$ cat config.mk
export PLATFORM = sky130hd
export DESIGN_NAME = risc_ctrl_sequencer
export DESIGN_NICKNAME = d
export VERILOG_FILES = /design/src/rtl/risc_ctrl_sequencer.sv
export SDC_FILE = /design/constraint.sdc
export NUM_CORES = 1
export LEC_CHECK = 0
export CAP_MARGIN = 0
export CORE_AREA = 2 2 51 53
export DETAILED_ROUTE_END_ITERATION = 8
export DIE_AREA = 0 0 53 55
export PLACE_DENSITY_LB_ADDON = 0.05
export SETUP_SLACK_MARGIN = 0.5
export SYNTH_ARGS = -nofsm -noshare
export SYNTH_HDL_FRONTEND = slang
export SYNTH_SLANG_ARGS = --single-unit
$ cat constraint.sdc
create_clock -name clk -period 3.3 [get_ports clk]
set_input_delay 0.495 -clock clk [delete_from_list [all_inputs] [get_ports clk]]
set_output_delay 0.495 -clock clk [all_outputs]
set_load 0.005 [all_outputs]
$ cat src/rtl/risc_ctrl_sequencer.sv
// rtl/risc_ctrl_sequencer.sv - multi-cycle control FSM for the 16-bit RISC datapath
// Optional retired-instruction counter enabled by defining CTRL_RETIRE_CNT_EN.
module risc_ctrl_sequencer #(
  parameter int MEM_WAIT_MAX     = 15,
  parameter int RESET_STATE_IDLE = 1
) (
  input  logic        clk,
  input  logic        rst_n,
  input  logic        start,
  input  logic        fetch_ack,
  input  logic [15:0] instr,
  input  logic        zero_flag,
  input  logic        mem_ack,
  output logic        fetch_req,
  output logic        ir_load,
  output logic [2:0]  alu_op,
  output logic        alu_src_imm,
  output logic        reg_write,
  output logic        mem_to_reg,
  output logic        mem_read,
  output logic        mem_write,
  output logic        pc_inc,
  output logic        pc_branch,
  output logic        halted,
  output logic        bus_err,
  output logic [2:0]  state,
  output logic [15:0] retire_cnt
);

  typedef enum logic [2:0] {
    S_IDLE   = 3'd0,
    S_FETCH  = 3'd1,
    S_DECODE = 3'd2,
    S_EXEC   = 3'd3,
    S_MEM    = 3'd4,
    S_WB     = 3'd5,
    S_HALT   = 3'd6,
    S_UNUSED = 3'd7
  } state_t;

  localparam state_t     RESET_STATE = (RESET_STATE_IDLE != 0) ? S_IDLE : S_FETCH;
  localparam logic [3:0] WAIT_LAST   = 4'(MEM_WAIT_MAX - 1);

  localparam logic [3:0] OP_LD   = 4'h0;
  localparam logic [3:0] OP_ST   = 4'h1;
  localparam logic [3:0] OP_BEQ  = 4'hB;
  localparam logic [3:0] OP_BNE  = 4'hC;
  localparam logic [3:0] OP_JMP  = 4'hD;
  localparam logic [3:0] OP_HALT = 4'hF;

  state_t      state_q, state_d;
  logic [3:0]  opc_q, opc_d;
  logic [3:0]  wait_q, wait_d;
  logic        bus_err_q, bus_err_d;
  logic [3:0]  alu_idx;
  logic        unused_instr_bits;

  assign alu_idx           = opc_q - 4'd2;
  assign unused_instr_bits = ^instr[11:0];

  always_ff @(posedge clk or negedge rst_n) begin
    if (!rst_n) begin
      state_q   <= RESET_STATE;
      opc_q     <= 4'h0;
      wait_q    <= 4'h0;
      bus_err_q <= 1'b0;
    end else begin
      state_q   <= state_d;
      opc_q     <= opc_d;
      wait_q    <= wait_d;
      bus_err_q <= bus_err_d;
    end
  end

  always_comb begin
    state_d     = state_q;
    opc_d       = opc_q;
    wait_d      = 4'h0;
    bus_err_d   = bus_err_q;
    fetch_req   = 1'b0;
    ir_load     = 1'b0;
    alu_op      = 3'b000;
    alu_src_imm = 1'b0;
    reg_write   = 1'b0;
    mem_to_reg  = 1'b0;
    mem_read    = 1'b0;
    mem_write   = 1'b0;
    pc_inc      = 1'b0;
    pc_branch   = 1'b0;
    halted      = 1'b0;

    case (state_q)
      S_IDLE: begin
        if (start) state_d = S_FETCH;
      end

      S_FETCH: begin
        fetch_req = 1'b1;
        if (fetch_ack) begin
          ir_load = 1'b1;
          pc_inc  = 1'b1;
          // Capture while instr is known valid; DECODE then works from opc_q.
          opc_d   = instr[15:12];
          state_d = S_DECODE;
        end
      end

      S_DECODE: state_d = S_EXEC;

      S_EXEC: begin
        state_d = S_FETCH;
        if (opc_q == OP_LD || opc_q == OP_ST) begin
          alu_src_imm = 1'b1;
          state_d     = S_MEM;
        end else if (opc_q >= 4'h2 && opc_q <= 4'h9) begin
          alu_op  = alu_idx[2:0];
          state_d = S_WB;
        end else if (opc_q == OP_BEQ) begin
          alu_op    = 3'b001;
          pc_branch = zero_flag;
        end else if (opc_q == OP_BNE) begin
          alu_op    = 3'b001;
          pc_branch = ~zero_flag;
        end else if (opc_q == OP_JMP) begin
          pc_branch = 1'b1;
        end else if (opc_q == OP_HALT) begin
          state_d = S_HALT;
        end
      end

      S_MEM: begin
        mem_read  = (opc_q == OP_LD);
        mem_write = (opc_q == OP_ST);
        wait_d    = wait_q + 4'd1;
        // An ack on the final allowed cycle still completes the access.
        if (mem_ack) begin
          wait_d  = 4'h0;
          state_d = (opc_q == OP_ST) ? S_FETCH : S_WB;
        end else if (wait_q == WAIT_LAST) begin
          wait_d    = 4'h0;
          bus_err_d = 1'b1;
          state_d   = S_HALT;
        end
      end

      S_WB: begin
        reg_write  = 1'b1;
        mem_to_reg = (opc_q == OP_LD);
        state_d    = S_FETCH;
      end

      S_HALT: begin
        halted = 1'b1;
        if (start) state_d = S_FETCH;
      end

      default: state_d = S_IDLE;
    endcase
  end

  assign bus_err = bus_err_q;
  assign state   = state_q;

`ifdef CTRL_RETIRE_CNT_EN
  logic        retire;
  logic [15:0] retire_cnt_q, retire_cnt_d;

  // Timed-out memory ops leave MEM for HALT and so never count.
  assign retire = (state_q == S_EXEC && (state_d == S_FETCH || state_d == S_HALT)) ||
                  (state_q == S_MEM  && state_d == S_FETCH) ||
                  (state_q == S_WB);

  always_comb begin
    retire_cnt_d = retire_cnt_q;
    if (retire) retire_cnt_d = retire_cnt_q + 16'd1;
  end

  always_ff @(posedge clk or negedge rst_n) begin
    if (!rst_n) retire_cnt_q <= 16'h0000;
    else        retire_cnt_q <= retire_cnt_d;
  end

  assign retire_cnt = retire_cnt_q;
`else
  assign retire_cnt = 16'h0000;
`endif

endmodule

**After elaboration in Yosys (flattened, before gate mapping)**

Index checks and enable logic that the tools add are counted.

- Register bits: 12
- Output and inout bits: 33
- Word-level logic and storage cells: 69
- Input port bits: 22

- Add/sub/neg operators: 2
- Reductions and logical operators: 8
- Magnitude comparators: 2
- Bitwise gates (word level): 2
- Equal/unequal tests: 15
- Muxes and demuxes: 36

Operator list:

| cell | number |
|---|---|
| 3-bit two-way mux | 14 |
| 4-bit == test (second input constant) | 5 |
| 1-bit two-way mux | 18 |
| 3-bit case mux with 6 select lines | 1 |
| 4-bit two-way mux | 3 |
| 3-bit == test (second input constant) | 3 |
| 3-bit by 2-bit == test with 1-bit output (second input constant) | 2 |
| 3-bit AND reduction | 2 |
| 4-bit by 1-bit adder with 4-bit output (second input constant) | 1 |
| 4-bit by 1-bit == test with 1-bit output (second input constant) | 1 |
| 4-bit by 2-bit greater-or-equal comparator with 1-bit output (second input constant) | 1 |
| 4-bit less-or-equal comparator (second input constant) | 1 |
| 4-bit zero test | 1 |
| 3-bit by 1-bit == test with 1-bit output (second input constant) | 1 |
| 3-bit zero test | 1 |
| 3-bit inequality test (second input constant) | 1 |
| 3-bit by 2-bit subtractor with 3-bit output (second input constant) | 1 |
| 2-bit by 1-bit inequality test with 1-bit output (second input constant) | 1 |
| 2-bit inequality test (second input constant) | 1 |
| 1-bit inverter | 2 |
| 2-bit AND reduction | 1 |
| 2-bit OR reduction | 1 |
| 1-bit logical AND | 1 |
| 1-bit logical OR | 1 |

**Longest topological paths before layout**

Gate-level depths: netlist of the first run.

- Depth in word-level cells: 8
- Mapped depth: 6
- Depth with buffers taken out: 6

**Least setup slack after synthesis of the first run**

OpenSTA, ideal clock, no wires.

- Path kind: reg-to-output
- Start point: reg opc_q[2]
- End point: out alu_op[2]
- Buffers on the path: 1
- Setup slack: 1667 ps
- Required time: 2805 ps
- Cell stages (with the launch flop): 4
- Arrival: 1138 ps
- Cell sequence: dfrtp_1 > buf_2 > or3b_2 > a21oi_1

- Cells in the longest elaborated chain, start to end: 5
- Elaborated cells between the ends (all ways): 10
- Those cells by class: 1 x add/sub; 2 x order compare; 1 x eq/ne; 3 x mux; 3 x reduce/logical

RTL lines:

| element | line | text |
|---|---|---|
| from (decl) | 52 | `logic [3:0] opc_q, opc_d;` |
| from (signal assigned) | 69 | `opc_q <= opc_d;` |
| 4-bit by 2-bit greater-or-equal comparator with 1-bit output or 4-bit less-or-equal comparator (tied branches) | 115 | `end else if (opc_q >= 4'h2 && opc_q <= 4'h9) begin` |
| 1-bit logical AND | 115 |  |
| 3-bit two-way mux | 115 |  |
| 3-bit two-way mux (*) | 112 | `if (opc_q == OP_LD \|\| opc_q == OP_ST) begin` |
| 3-bit two-way mux (*) | 92 | `case (state_q)` |
| to (decl) | 16 | `output logic [2:0] alu_op,` |

Every way passes the cells marked *; elsewhere a longest branch is shown, timed or not.

**Worst setup path in the final report of the first run**

Ends and elaborated chain as after synthesis.

==> results of run 1 <==
[worst max-delay path, stage by stage (launching register included)]
cell and delay, ns:
dfrtp_1 0.52, or3b_2 0.49, a21oi_1 0.16, clkdlybuf4s50_1 0.52
[path summary, 6_finish.rpt]
kind / slack [ns] / end
max: 0.85 / alu_op[2]
min: 0.47 / bus_err
max reg2reg: 1.78 / opc_q[1]
min reg2reg: 0.47 / bus_err
max in group asynchronous: 2.39 / wait_q[3]
min in group asynchronous: 0.57 / wait_q[0]
[power by group through the flow]
stage	Combinational (mW)	Clock (mW)	Sequential, mW
floorplan	0.339	0	0.225
global placement	0.364	0	0.307
detailed placement	0.365	0	0.309
CTS	0.367	0.118	0.306
global route	0.406	0.129	0.325
finish	0.362	0.115	0.308
[sequential cells by signal, summed over array words and instances, names as in the netlist]
signal,cells
opc_q,4
wait_q,4
state,3
bus_err,1
[layer usage]
layer	vias to the layer above	part of all wire, %	global-route usage (%)
met2	26	45	22.29
met4	0	2.1	8.974
met3	4	6.9	2.151
met1	340	46	15.22
li1	374	-	-
met5	-	0	0
[layout make-up]
cell class,count,area (um^2)
Multi-Input combinational cell,82,489.2
Fill cell,234,1230
Sequential cell,12,300.3
Clock buffer,4,36.28
Tap cell,30,37.54
Inverter,3,11.26
Timing Repair Buffer,26,260.3
[placed cells by master, fill, tap and decap left out, drive strengths merged]
cell type | synthesis | routed
clkdlybuf4s50 | 0 | 26
conb | 1 | 16
dfrtp | 12 | 12
nor2 | 11 | 11
a21oi | 6 | 6
nand2 | 5 | 5
nor3 | 4 | 4
nand3 | 4 | 4
clkbuf | 0 | 4
inv | 3 | 3
o21ai | 3 | 3
a31oi | 3 | 3
mux2 | 3 | 3
nand3b | 2 | 2
xnor2 | 2 | 2
nand2b | 2 | 2
mux2i | 2 | 2
and3b | 2 | 2
and3 | 2 | 2
ha | 2 | 2
nor4b | 1 | 1
xor2 | 1 | 1
nor2b | 1 | 1
nor3b | 1 | 1
or3 | 1 | 1
or3b | 1 | 1
nor4bb | 1 | 1
nand4 | 1 | 1
o211ai | 1 | 1
o32ai | 1 | 1
o21bai | 1 | 1
a211o | 1 | 1
a41o | 1 | 1
[cells in the mapped netlist, types with 2 or more instances]
cell / count
a31oi_1: 3
dfrtp_1: 12
a21oi_1: 6
nor3_1: 4
buf_4: 18
o21ai_0: 3
nor2_1: 11
and3_1: 2
nand2b_1: 2
xnor2_1: 2
nand3_1: 4
nand2_1: 5
ha_1: 2
inv_1: 3
nand3b_1: 2
mux2_2: 3
mux2i_1: 2
and3b_1: 2
buf_2: 6
[cell families after synthesis]
group	count (synthesis)	share of synthesized area (%)
and+or+nand+nor	39	23.94
buffers and inverters	27	19.39
AOI/OAI and AO/OA	17	11.69
DFF	12	33.01
muxes	5	5.915
xor gates and xnor gates	3	2.889
adders and majority gates	2	2.751
other	1	0.4123
==> flow_summary.toml, run 1 <==
[logic_synthesis]
synth-edff-count = 0
netlist_area_um2 = 909.6
syn_avg_cell_area_um2 = 8.581
yosysWarningCount = 0
ys.flop_type = "dfrtp_1"
synth_seq_cells = 12
syn_inst = 106
synth_area_leaders = "dfrtp_1 (33%), buf_4 (15%), nor2_1 (4.5%)"
synth_top_area_share_pct = 33.01
yosys.cell_types.count = 33
yosysTopAreaCell = "dfrtp_1"
yosysSeqAreaShare_pct = 33.01
async_flop_share_pct = 100.0

[timing]
relSlewSlack_pct = 65.32
grt_setup_unrepaired = "no"
maxSlewViolCount = 0
tightest_slew_ns = 0.5186
clock-skew-final_ns = 0.0004946
setup_viol = 0
fin_ws_ns = 0.8454
hold_viol_final = 0
max_freq_ghz = 0.4074
whs_ns = 0.4710
fin_crit_sh_pct = 74.38
tns_ns = 0
min_period_ns = 2.455

[clock_network]
cts_resized = 0
clockBufferDepth = 2
cts.clk_slew.worst_paths_ns = 0.07
ctsRootBufferMaster = "clkbuf_4"
worstSkewPairLatency_ns = 0.27
h-tree-depth = 1
cts_tree = "built"
post_cts.repair.setup_buffers = 0
ctsHoldBuffers = 0
cts_made_buffers = 3
cts_num_sinks = 12

[detailed_routing]
drcViolationCount = 0
drtIter0Drc = 11
drtPass1Iterations = 2
ant_nets = 0
wl_mm = 1.763
via_count = 744
routed_via_density = 4.739
routedWlPerCell_um = 11.23

[floorplan]
die_w_um = 53
boundaryPins = 55
coreArea_mm2 = 0.002365
rows = 18
start_util_pct = 38.47
die-area_mm2 = 0.002915
fp.dieH_um = 55

[power_and_ir_drop]
internal-power_mw = 0.4700
cellLeakagePower_nw = 0.4998
p_total_mw = 0.7852
clkPwrFrac_pct = 14.7
switchingPower_mw = 0.3152
p_seq_share_pct = 39.2
p_per_area_mw_per_mm2 = 691.9
power_frac_comb_pct = 46.2
p_sw_share_pct = 40.14
irDropWorstVdd_v = 0.0004081

[hold_path]
hold-path-cell-count = 1
hold_class = "register to register"
hp-start = "bus_err"

[placed_design]
place_congestion = 0.6947
portBuffers = 26
dpl.cell_count = 153
place_ws_ns = 0.8681
dp_hpwl_mm = 1.350
placed_cell_area_mm2 = 0.001099

[critical_path]
reg2reg_depth = 3
critical_path_required_ns = 2.80
crit_arrival_ns = 1.96
startpoint = "opc_q[2]"
worstPathMaxFanout = 13
r2r_start = "state[2]"
path_class = "register to output port"
end_kind = "output port"
crit_path_start_kind = "register"

[layout]
final_layout_size_suffix_gt1_share_pct = 7.087
fin_cells = 157
syn2layout_area_growth_pct = 24.76
antennaDiodeCount = 0
design_area_mm2 = 0.001135
layout.nets = 152
final_util_pct = 47.99

[run]
maxCapViolCount = 0

[grt]
grt_max_degree = 14
grt_overflow = 0
antenna_found_initial = 0
grt_pass1_vias = 640
grt_usage_pct = 13.11
grt_pass1_wl_mm = 2.739

[run_status]
status = "complete, no violations"
No activity file was read; power rests on OpenSTA's default activity.
==> run 2: changes to the inputs <==
Settings changed: CORE_AREA 2 2 51 53 to 2 2 56 58, DIE_AREA 0 0 53 55 to 0 0 58 60.
Clock period 3.3 ns to 2.25 ns, I/O delays scaled along.
==> run 2 against run 1 <==
Global-route usage increased by 1.2 points. Sequential power increased by 16%. Worst hold slack got worse by 0.052 ns. Power increased by 120%. Largest cell class unchanged.
==> flow_summary.toml, run 2 (synthesis gave the netlist of run 1 again) <==
[layout]
final_layout_size_suffix_gt1_share_pct = 43.04
final_common_cell = "buf_4"
syn2layout_area_growth_pct = 57.91
layout.nets = 183
mostFrequentLayoutCells = "buf_4 (23), conb_1 (16), clkdlybuf4s50_1 (12)"
antennaDiodeCount = 0

[power_and_ir_drop]
p_total_mw = 1.716
cellLeakagePower_nw = 0.7192
p_per_area_mw_per_mm2 = 1195
irDropWorstVdd_v = 0.0006752

[grt]
grt_overflow = 0
grt_max_degree = 13
grt_pass1_wl_mm = 3.774
antenna_found_initial = 0
grt_usage_pct = 14.28
grt_pass1_vias = 842

[timing]
max_freq_ghz = 0.5474
tightest_slew_ns = 0.5492
min_period_ns = 1.827
whs_ns = 0.4192
hold_viol_final = 0
fin_crit_sh_pct = 81.19
setup_viol = 0
tns_ns = 0
relSlewSlack_pct = 63.27
maxSlewViolCount = 0
grt_setup_unrepaired = "yes"
fin_ws_ns = 0.4233
clock-skew-final_ns = 0.001251

[critical_path]
crit_cells = 4
worstPathMaxFanout = 4
crit_chain = "buf_6 > or3_4 > nor3_2 > buf_2"
r2r_start = "state[1]"
end_kind = "output port"
path_class = "register to output port"
slowest_stage = "dfrtp_2"
critical-path-top-delay-family = "simple AND/OR/NAND/NOR gates"
crit_arrival_ns = 1.49
path_buf_inv = 2
critical_path_required_ns = 1.91
reg2reg_depth = 5
r2r-end = "opc_q[1]"
crit_path_start_kind = "register"
slowest_delay_ns = 0.42
reg2reg_slack_ns = 0.76

[clock_network]
cts.clk_slew.worst_paths_ns = 0.08
clockBufferDepth = 2
ctsRootBufferMaster = "clkbuf_4"
worstSkewPairLatency_ns = 0.27
ctsHoldBuffers = 0
cts_tree = "built"
h-tree-depth = 1
cts_num_sinks = 12
cts_made_buffers = 3

[placed_design]
dp_hpwl_mm = 1.512
place_ws_ns = 0.1455
portBuffers = 26
place_congestion = 0.7302

[detailed_routing]
drtIter0Drc = 12
routed_via_density = 4.634
routedWlPerCell_um = 12.37
drtPass1Iterations = 4
ant_nets = 0
via_count = 885
drcViolationCount = 0
wl_mm = 2.362

[hold_path]
hold_class = "input port to asynchronous set/reset pin"

[run]
maxCapViolCount = 0

[floorplan]
boundaryPins = 55
die_w_um = 58
coreArea_mm2 = 0.002903
die-area_mm2 = 0.003480
start_util_pct = 31.34
rows = 20
fp.dieH_um = 60

[run_status]
status = "complete, no violations"
-- run 2: changes by cell type in the layout (fill, tap and decap cells not counted), moves of 2 or more --
cell / previous run / this run
dfrtp_1: 12 / 6
nor3_2: 0 / 3
nand2_1: 5 / 3
dfrtp_2: 0 / 6
clkdlybuf4s50_1: 26 / 12
nor3_1: 4 / 0
buf_4: 0 / 23
buf_2: 0 / 8
buf_6: 0 / 8
dlygate4sd2_1: 0 / 5
nand2_2: 0 / 2
-- run 2: metrics by stage --
| step | instances | cell area (um^2) | utilization [%] |
|---|---|---|---|
| 6_report | 191 | 1436 | 49.48 |
| 3_5_place_dp | 160 | 1132 | 39.01 |
| 3_3_place_gp | 160 | 1132 | 39.01 |
| 4_1_cts | 186 | 1379 | 47.50 |
| 5_1_grt | 191 | 1436 | 49.48 |
| 2_1_floorplan | 121 | 965.9 | - |
-- run 2: power breakdown --
| group | leakage [nW] | switching, mW | internal [mW] |
|---|---|---|---|
| logic | 0.550 | 0.508 | 0.680 |
| registers | 0.148 | 0.0666 | 0.291 |
| clock network | 0.0210 | 0.0722 | 0.0983 |
-- run 2: metal layers --
layer	global-route usage [%]	wire, um	up-vias
met1	17.20	963	422
met5	0	0	-
li1	-	-	436
met3	1.299	94	2
met2	25.49	1285	25
met4	6.977	18	0
-- run 2: area by class of cell --
type | count | area [um^2]
Fill cell | 298 | 1466
Multi-Input combinational cell | 82 | 560.5
Sequential cell | 12 | 307.8
Timing Repair Buffer | 57 | 479.2
Clock buffer | 4 | 36.28
Tap cell | 33 | 41.29
Inverter | 3 | 11.26
-- run 2: worst max-delay path by stage --
stage	from	end	slack, ns
final	opc_q[2]	mem_write	0.42
after global routing	opc_q[2]	mem_write	0.34
after CTS	state[2]	fetch_req	0.40
after detailed placement	zero_flag	pc_branch	0.15
after global placement	zero_flag	pc_branch	0.14
after floorplan	opc_q[2]	alu_op[2]	0.77
-- run 2: repair_timing --
item,CTS,global route
buffers inserted,22,5
resized for setup,64,6
setup endpoints to repair,13,9
pin swaps,10,5
==> RTL change: new RTL, config.mk and constraints of run 2 <==
The parameter `MEM_WAIT_MAX` goes from 15 to 11.
--- a/src/rtl/risc_ctrl_sequencer.sv
+++ b/src/rtl/risc_ctrl_sequencer.sv
@@ -3,3 +3,3 @@
 module risc_ctrl_sequencer #(
-  parameter int MEM_WAIT_MAX     = 15,
+  parameter int MEM_WAIT_MAX     = 11,
   parameter int RESET_STATE_IDLE = 1
Behaviour: no difference found for any inputs over 10 cycles, from zero or initial values and one cycle with rst_n low; that may be too few to reach the edited logic, so the function may still have changed.
==> RTL change against run 2 <==
- sequential power grew 7.3%
- synthesized area increased by 5.8%
- final area rose by 5.2%
- routed wire length grew 14%
- maximum frequency fell by 0.30%
- setup slack worse by 0.0055 ns
- sequential share of layout area shrank 1.1 points
- total power rose by 8.1%
- sequential cell count stayed put
==> RTL change: results (changes against run 2) <==
{| class="wikitable"
! Metric !! Value
|-
| Clock Skew || 0.00850 ns (was 0.00125 ns)
|-
| Via density per instance || 4.74 (was 4.63)
|-
| Number of buffers inserted during clock tree synthesis || 3 (unchanged)
|-
| Clock input transition at the sequential cells of the worst setup and hold paths || 0.08 ns (about the same)
|-
| Half-perimeter wire length of the detailed placement result || 1530 um (was 1510 um)
|-
| Cell types with the largest area share after synthesis || dfrtp_1 (31%), buf_4 (15%), mux2_4 (4.7%) (was dfrtp_1 (33%), buf_4 (15%), nor2_1 (4.5%))
|-
| Peak VDD IR || 0.623 mV (was 0.675 mV)
|-
| Final hold slack || 0.416 ns (was 0.419 ns)
|-
| Cell leakage power || 0.000748 uW (was 0.000719 uW)
|-
| Inst Count DP || 162 (was 160)
|-
| Top cell types by occurrence after synthesis || buf_4 (19), dfrtp_1 (12), nor2_1 (11) (was buf_4 (18), dfrtp_1 (12), nor2_1 (11))
|-
| Max Fanout on Critical Path || 5 (was 4)
|-
| Status || finished, final reports clean (unchanged)
|-
| Switching power as a share of total power || 38.9% (was 37.7%)
|-
| Global-route wire length before repair || 4060 um (was 3770 um)
|-
| Worst-case reg-to-reg path depth || 6 (was 5)
|-
| Routability congestion estimate || 0.692 (was 0.730)
|-
| Relative slew slack || 63.0% (was 63.3%)
|-
| Routed length per placed instance || 13.6 um (was 12.4 um)
|-
| Antenna diode count || 0 (unchanged)
|-
| Post-synthesis cell type count || 34 (was 33)
|-
| Share of final-layout standard cells stronger than drive strength 1 || 46.3% (was 43.0%)
|-
| Number of DRC markers in iteration 0 || 12 (unchanged)
|-
| Portion of the post-synthesis area used by sequential elements || 31.2% (was 33.0%)
|-
| # nets final || 189 (was 183)
|-
| Final WL || 2690 um (was 2360 um)
|-
| Crit Reg-Reg Endpoint || state[2] (was opc_q[1])
|-
| Post-Synthesis Mean Instance Area || 8.99 um^2 (was 8.58 um^2)
|-
| Number of global-route vias before repair || 948 (was 842)
|-
| Setup slack of the worst register-to-register path || 0.67 ns (was 0.76 ns)
|-
| Placement-stage cell area || 1180 um^2 (was 1130 um^2)
|-
| Layout fillers || 290 (was 298)
|-
| Overall fraction of global-route tracks in use || 15.5% (was 14.3%)
|}
-- RTL change: changes by cell type after synthesis, moves of 2 or more --
cell,delta
buf_2,-3
buf_6,+2
mux2_2,-3
nand3b_1,+2
mux2_4,+3
-- RTL change: logic make-up after synthesis --
group	share of synthesized area [%]
fa+ha+maj	2.60
compound gates	10.4
simple gates	26.0
xor+xnor	2.73
mux	6.76
other cells	0.390
buf+inv	19.9
flops	31.2
-- RTL change: worst max-delay path by stage --
| stage | from | endpoint | slack, ns |
|---|---|---|---|
| 2_1_floorplan | state[1] | pc_inc | 0.80 |
| 3_3_place_gp | zero_flag | pc_branch | 0.14 |
| 3_5_place_dp | zero_flag | pc_branch | 0.13 |
| 4_1_cts | opc_q[2] | mem_write | 0.30 |
| 5_1_grt | opc_q[2] | alu_op[0] | 0.31 |
| 6_report | opc_q[2] | pc_branch | 0.42 |
-- RTL change: power by group through the flow --
| stage | Clock [uW] | Sequential (uW) | Combinational [uW] |
|---|---|---|---|
| after floorplan | 0 | 332 | 560 |
| after global placement | 0 | 411 | 690 |
| after detailed placement | 0 | 412 | 689 |
| after CTS | 179 | 377 | 1150 |
| after global routing | 185 | 392 | 1410 |
| final | 172 | 383 | 1300 |
-- RTL change: final cells by class --
class	instances	area share, %
timing repair buffer	62	33.5
tap	33	2.73
inverter	3	0.745
multi-input combinational	83	40.2
sequential	12	20.4
clock buffer	4	2.40
-- RTL change: layer usage --
| metal | GRT usage [%] | vias to the layer above | routed length (um) |
|---|---|---|---|
| met5 | 0 | - | 0 |
| met4 | 6.98 | 0 | 27 |
| met3 | 2.81 | 4 | 153 |
| met2 | 29.1 | 35 | 1460 |
| met1 | 16.8 | 447 | 1050 |
| li1 | - | 448 | - |
-- RTL change: timing repair --
item                                    in CTS  in global routing
endpoints found under the setup margin      14                 12
pin swaps                                    5                  7
resized for setup                           55                 21
gates cloned                                 0                  0
buffers inserted                            29                  2
-- RTL change: metrics by stage --
stage,total power [uW],setup WS (ns),utilization [%]
6_report,1860,0.418,52.1
5_1_grt,1990,0.313,52.1
4_1_cts,1710,0.303,50.6
3_5_place_dp,1100,0.134,40.6
3_3_place_gp,1100,0.139,40.6
2_1_floorplan,892,0.800,-
